$ cat src/rtl/mmu_pkg.sv
// Shared MMU definitions: PTE bit positions, PPN field and page-table-walk responder states.
package mmu_pkg;

   localparam int unsigned PTE_VALID    = 31;
   localparam int unsigned PTE_USER     = 30;
   localparam int unsigned PTE_WRITE    = 29;
   localparam int unsigned PTE_EXEC     = 28;
   localparam int unsigned PTE_ACCESSED = 5;

   localparam int unsigned PTE_PPN_MSB  = 27;
   localparam int unsigned PTE_PPN_LSB  = 12;

   localparam logic [31:0] PTE_ACCESSED_MASK = 32'h1 << PTE_ACCESSED;

   typedef enum logic [1:0] {
      ST_IDLE,
      ST_RD_REQ,
      ST_WB_REQ,
      ST_RESP
   } ptw_state_e;

endpackage

$ cat src/rtl/ptw_timeout_ctr.sv
// Bus-access watchdog: expired is high during the TIMEOUT_CYCLES-th enabled cycle after clear.
module ptw_timeout_ctr #(
   parameter int unsigned TIMEOUT_CYCLES = 255
) (
   input  logic clk,
   input  logic rst_n,
   input  logic clear,
   input  logic enable,
   output logic expired
);

   localparam int unsigned CW = (TIMEOUT_CYCLES > 2) ? $clog2(TIMEOUT_CYCLES) : 1;
   localparam logic [CW-1:0] LAST = CW'(TIMEOUT_CYCLES - 1);

   logic [CW-1:0] cnt_q, cnt_d;

   always_comb begin
      cnt_d = cnt_q;
      if (clear) begin
         cnt_d = '0;
      end else if (enable && (cnt_q != LAST)) begin
         cnt_d = cnt_q + 1'b1;
      end
   end

   assign expired = enable && (cnt_q == LAST);

   always_ff @(posedge clk or negedge rst_n) begin
      if (!rst_n) begin
         cnt_q <= '0;
      end else begin
         cnt_q <= cnt_d;
      end
   end

endmodule

$ cat src/rtl/pt_walk_responder.sv
// Memory-side responder for MMU page-table-walk reads: bus fetch, timeout, alignment and error flags.
// Optional accessed-bit writeback is enabled by defining PTW_ACCESSED_BIT_EN.
module pt_walk_responder
   import mmu_pkg::*;
#(
   parameter int unsigned TIMEOUT_CYCLES = 255,
   parameter int unsigned CNT_W          = 16
) (
   input  logic             clk,
   input  logic             rst_n,
   input  logic [31:0]      pt_addr,
   input  logic             pt_read,
   output logic [31:0]      pt_data,
   output logic             pt_ready,
   output logic             mem_req,
   output logic             mem_we,
   output logic [31:0]      mem_addr,
   output logic [31:0]      mem_wdata,
   input  logic [31:0]      mem_rdata,
   input  logic             mem_ack,
   output logic             err_timeout,
   output logic             err_overrun,
   output logic             err_align,
   input  logic             clr_err,
   output logic [CNT_W-1:0] walk_count
);

   ptw_state_e       state_q, state_d;
   logic [31:0]      addr_q, addr_d;
   logic [31:0]      pte_q, pte_d;
   logic [31:0]      pt_data_q, pt_data_d;
   logic             pt_ready_q, pt_ready_d;
   logic             mem_req_q, mem_req_d;
   logic             err_timeout_q, err_timeout_d;
   logic             err_overrun_q, err_overrun_d;
   logic             err_align_q, err_align_d;
   logic [CNT_W-1:0] walk_count_q, walk_count_d;
`ifdef PTW_ACCESSED_BIT_EN
   logic             mem_we_q, mem_we_d;
   logic [31:0]      mem_wdata_q, mem_wdata_d;
`endif

   logic set_align, set_timeout, set_overrun;
   logic tmo_clear, tmo_enable, tmo_expired;

   ptw_timeout_ctr #(
      .TIMEOUT_CYCLES(TIMEOUT_CYCLES)
   ) u_tmo (
      .clk    (clk),
      .rst_n  (rst_n),
      .clear  (tmo_clear),
      .enable (tmo_enable),
      .expired(tmo_expired)
   );

   always_comb begin
      state_d      = state_q;
      addr_d       = addr_q;
      pte_d        = pte_q;
      pt_data_d    = pt_data_q;
      walk_count_d = walk_count_q;
      set_align    = 1'b0;
      set_timeout  = 1'b0;
      set_overrun  = pt_read && (state_q != ST_IDLE);
      tmo_clear    = 1'b0;
      tmo_enable   = (state_q == ST_RD_REQ) || (state_q == ST_WB_REQ);

      case (state_q)
         ST_IDLE: begin
            if (pt_read) begin
               addr_d = pt_addr;
               if (pt_addr[1:0] != 2'b00) begin
                  set_align = 1'b1;
                  pte_d     = '0;
                  state_d   = ST_RESP;
               end else begin
                  tmo_clear = 1'b1;
                  state_d   = ST_RD_REQ;
               end
            end
         end
         ST_RD_REQ: begin
            // ack beats an expiry landing in the same cycle
            if (mem_ack) begin
               pte_d   = mem_rdata;
               state_d = ST_RESP;
`ifdef PTW_ACCESSED_BIT_EN
               if (mem_rdata[PTE_VALID] && !mem_rdata[PTE_ACCESSED]) begin
                  pte_d     = mem_rdata | PTE_ACCESSED_MASK;
                  tmo_clear = 1'b1;
                  state_d   = ST_WB_REQ;
               end
`endif
            end else if (tmo_expired) begin
               pte_d       = '0;
               set_timeout = 1'b1;
               state_d     = ST_RESP;
            end
         end
         ST_WB_REQ: begin
            if (mem_ack) begin
               state_d = ST_RESP;
            end else if (tmo_expired) begin
               set_timeout = 1'b1;
               state_d     = ST_RESP;
            end
         end
         ST_RESP: begin
            state_d = ST_IDLE;
         end
         default: begin
            state_d = ST_IDLE;
         end
      endcase

      pt_ready_d = (state_d == ST_RESP);
      if ((state_d == ST_RESP) && (state_q != ST_RESP)) begin
         pt_data_d = pte_d;
         if (walk_count_q != '1) begin
            walk_count_d = walk_count_q + 1'b1;
         end
      end
      mem_req_d = (state_d == ST_RD_REQ) || (state_d == ST_WB_REQ);

`ifdef PTW_ACCESSED_BIT_EN
      mem_we_d    = (state_d == ST_WB_REQ);
      mem_wdata_d = mem_wdata_q;
      if ((state_d == ST_WB_REQ) && (state_q != ST_WB_REQ)) begin
         mem_wdata_d = pte_d;
      end
`endif

      err_timeout_d = (err_timeout_q && !clr_err) || set_timeout;
      err_overrun_d = (err_overrun_q && !clr_err) || set_overrun;
      err_align_d   = (err_align_q   && !clr_err) || set_align;
   end

   always_ff @(posedge clk or negedge rst_n) begin
      if (!rst_n) begin
         state_q       <= ST_IDLE;
         addr_q        <= '0;
         pte_q         <= '0;
         pt_data_q     <= '0;
         pt_ready_q    <= 1'b0;
         mem_req_q     <= 1'b0;
         err_timeout_q <= 1'b0;
         err_overrun_q <= 1'b0;
         err_align_q   <= 1'b0;
         walk_count_q  <= '0;
`ifdef PTW_ACCESSED_BIT_EN
         mem_we_q      <= 1'b0;
         mem_wdata_q   <= '0;
`endif
      end else begin
         state_q       <= state_d;
         addr_q        <= addr_d;
         pte_q         <= pte_d;
         pt_data_q     <= pt_data_d;
         pt_ready_q    <= pt_ready_d;
         mem_req_q     <= mem_req_d;
         err_timeout_q <= err_timeout_d;
         err_overrun_q <= err_overrun_d;
         err_align_q   <= err_align_d;
         walk_count_q  <= walk_count_d;
`ifdef PTW_ACCESSED_BIT_EN
         mem_we_q      <= mem_we_d;
         mem_wdata_q   <= mem_wdata_d;
`endif
      end
   end

   assign pt_data     = pt_data_q;
   assign pt_ready    = pt_ready_q;
   assign mem_req     = mem_req_q;
   assign mem_addr    = addr_q;
   assign err_timeout = err_timeout_q;
   assign err_overrun = err_overrun_q;
   assign err_align   = err_align_q;
   assign walk_count  = walk_count_q;
`ifdef PTW_ACCESSED_BIT_EN
   assign mem_we      = mem_we_q;
   assign mem_wdata   = mem_wdata_q;
`else
   assign mem_we      = 1'b0;
   assign mem_wdata   = '0;
`endif

endmodule

$ cat config.mk
export PLATFORM = sky130hd
export DESIGN_NAME = pt_walk_responder
export DESIGN_NICKNAME = d
export VERILOG_FILES = /design/src/rtl/mmu_pkg.sv /design/src/rtl/ptw_timeout_ctr.sv /design/src/rtl/pt_walk_responder.sv
export SDC_FILE = /design/constraint.sdc
export NUM_CORES = 1
export LEC_CHECK = 0
export ABC_AREA = 1
export ABC_CLOCK_PERIOD_IN_PS = 7300
export CORE_MARGIN = 2
export CORE_UTILIZATION = 33
export DETAILED_ROUTE_END_ITERATION = 16
export PLACE_DENSITY = 0.65
export SYNTH_ARGS = -nofsm -noshare
export SYNTH_HDL_FRONTEND = slang
export SYNTH_SLANG_ARGS = --single-unit
$ cat constraint.sdc
create_clock -name clk -period 7.3 [get_ports clk]
set_input_delay 1.095 -clock clk [delete_from_list [all_inputs] [get_ports clk]]
set_output_delay 1.095 -clock clk [all_outputs]
set_load 0.02 [all_outputs]
==> flow_metrics.tcl <==
set metrics [dict create \
    routedWlPerCell_um 13.9 \
    num_vias 4854 \
    yosysWarnings 0 \
    end_kind "register" \
    arrival_ns 4.12 \
    synthCells 693 \
    insertion_delay_ns 0.42 \
    ant_nets 0 \
    antenna_found_initial 0 \
    area_growth_syn_to_layout_pct 34.1 \
    start_util_pct 33.6 \
    row_count 50 \
    seq_area_frac_synth_pct 50.5 \
    ctsHoldBuffers 0 \
    hold_viol_final 0 \
    gp_congestion 0.817 \
    final-max-slew-violation-count 0 \
    p_leak_uw 0.00399 \
    critical_path.cell_chain "clkdlybuf4s50_1 -> buf_4 -> inv_2 -> nand2_1 -> a21oi_1 -> o21ai_1 -> ha_1 -> nand2_1 -> buf_4 -> inv_1 -> nand2_4 -> inv_4 -> nand2_1 -> o21ai_2" \
    switching_power_uw 1440 \
    syn_avg_cell_area_um2 9.07 \
    p_comb_share_pct 44.0 \
    clockRootBuffer "clkbuf_16" \
    switching_share_pct 40.3 \
    clkPwrFrac_pct 23.5 \
    whs_path_depth 2 \
    drt-pass1-iter-count 4 \
    drtIter0Drc 239 \
    rsz0062_at_grt "no" \
    skew_ns 0.00917 \
    cts.htree.levels 4 \
    p_int_uw 2130 \
    synth-seq-cells 127 \
    drive_gt1_share_pct 17.3 \
    diodes 0 \
    layout_commonest_cell "nand2_1" \
    worstPathMaxFanout 34 \
    async_flop_share_pct 100 \
    cpMaxStageDelayCell "inv_2" \
    grt_pass1_wl_mm 25.0 \
    setup-violations-final 0 \
    core_um2 18700 \
    grt_usage_pct 15.8 \
    post_cts.repair.setup_buffers 0 \
    cts_tree "done" \
    synth-main-ff-cell "dfrtp_1" \
    cp-start-kind "input pin" \
    path_common_cell "nand2_1" \
    crit_path_max_incr_delay_ns 0.69 \
    synth_cell_types 35 \
    worstSetupPathType "input pin to register" \
    grt_pass1_vias 4911 \
    crit_required_ns 7.60 \
    sequentialPowerShare_pct 32.5 \
    io_buffers 153 \
    reg2reg_depth 15 \
    drt_wl_total_mm 15.2 \
    cts_made_buffers 17 \
    viasPerCell 4.46 \
    synth-edff-count 0 \
    fin_crit_sh_pct 52.2 \
    die_w_um 142 \
    synth_area_um2 6290 \
    overflow 0 \
    drc 0 \
    hold_class "register to register" \
    setup_tns_ns 0 \
    total_power_uw 3570 \
    grt_max_degree 74 \
    status "finished clean" \
    power_density_nw_per_um2 424 \
    finalCriticalPeriod_ns 3.81 \
    slew_headroom_pct 37.4 \
    fmax_ghz 0.262 \
    dp_hpwl_mm 10.3 \
    finalNetCount 917 \
    irDropWorstVdd_v 0.000238 \
    die_area_um2 20200 \
    maxCapViolations 0 \
    cts_resized 0 \
    layout_common_cells "285 x nand2_1, 152 x clkdlybuf4s50_1, 127 x dfrtp_1" \
    tightest_slew_ns 0.937 \
    cts_max_path_buffers 2 \
    clk_pin_slew_worst_paths_ns 0.06 \
    io_pins 187 \
    chipHeight_um 142 \
    cts_sinks 127 \
]
## cells in the mapped netlist (10+ instances only)
library cell / n / area share (%)
mux2_2: 32 / 5.7
buf_4: 40 / 4.8
nor2_1: 15 / 0.90
buf_2: 10 / 0.80
nand3_2: 31 / 4.9
nand2_1: 285 / 17
inv_1: 27 / 1.6
nand3_1: 15 / 1.2
nand2_2: 30 / 3.0
dfrtp_1: 127 / 51
o21ai_0: 11 / 0.88
## layout make-up
class / count / area (um2)
fill: 1776 / 10300
sequential: 127 / 3180
multi-input combinational: 507 / 2690
timing repair buffer: 158 / 1570
clock buffer: 18 / 439
tap: 234 / 293
clock inverter: 14 / 145
inverter: 30 / 115
## power groups by stage
| stage | Sequential (uW) | Clock, uW | Combinational [uW] |
|---|---|---|---|
| after floorplan | 1360 | 0 | 809 |
| after global placement | 1170 | 0 | 1570 |
| after detailed placement | 1170 | 0 | 1590 |
| after CTS | 1170 | 858 | 1600 |
| after global routing | 1200 | 888 | 1740 |
| final | 1160 | 838 | 1570 |
## path summary, 6_finish.rpt
check	from	endpoint	slack, ns
min in group asynchronous	rst_n	walk_count[10]	0.64
max in group asynchronous	rst_n	err_overrun	5.35
setup reg to reg	state_q[0]	walk_count[6]	4.12
hold reg to reg	pt_data[23]	pt_data[23]	0.49
setup / recovery	mem_ack	walk_count[10]	3.49
hold / removal	pt_data[23]	pt_data[23]	0.49
## logic make-up after synthesis
| logic type | share of synthesized area [%] |
|---|---|
| AO/OA/AOI/OAI | 2.49 |
| AND/OR/NAND/NOR | 29.6 |
| buffers and inverters | 8.66 |
| multiplexers | 5.73 |
| XOR/XNOR | 1.53 |
| flip-flops | 50.5 |
| adder cells (fa/ha/maj) | 1.39 |
| other | 0.0596 |
## through the flow
step                instance area, um2  utilization [%]  std cells  hold WS, ns  setup WS, ns
detailed placement                7850             42.0       1056        0.468          3.02
CTS                               8430             45.1       1088        0.489          3.46
global placement                  7850             42.0       1056        0.464          3.07
global route                      8430             45.1       1088        0.501          3.18
floorplan                         6410                -        725        0.469          4.48
finish                            8430             45.1       1088        0.488          3.49
## sequential cells by signal (all words and copies together), names as in the netlist
name and count:
pt_ready 1, mem_req 1, state_q 2, err_align 1
pt_data 32, mem_addr 32, walk_count 16, pte_q 32
err_timeout 1, u_tmo.cnt_q 8, err_overrun 1
## critical path, delay by kind of cell
family / cells / cell delay, ns
fa+ha+maj: 1 / 0.22
buf+inv: 6 / 1.94
compound gates: 3 / 0.31
simple gates: 4 / 0.52
## routing by layer
layer / GRT usage, % / wire length [um] / part of all wire (%) / vias to the layer above
met5: 0 / 0 / 0 / -
met2: 25.4 / 7030 / 46 / 147
met3: 6.43 / 1260 / 8.3 / 21
li1: - / - / - / 2418
met4: 5.47 / 253 / 1.7 / 0
met1: 19.3 / 6630 / 44 / 2268
No activity file was read; power rests on OpenSTA's default activity.
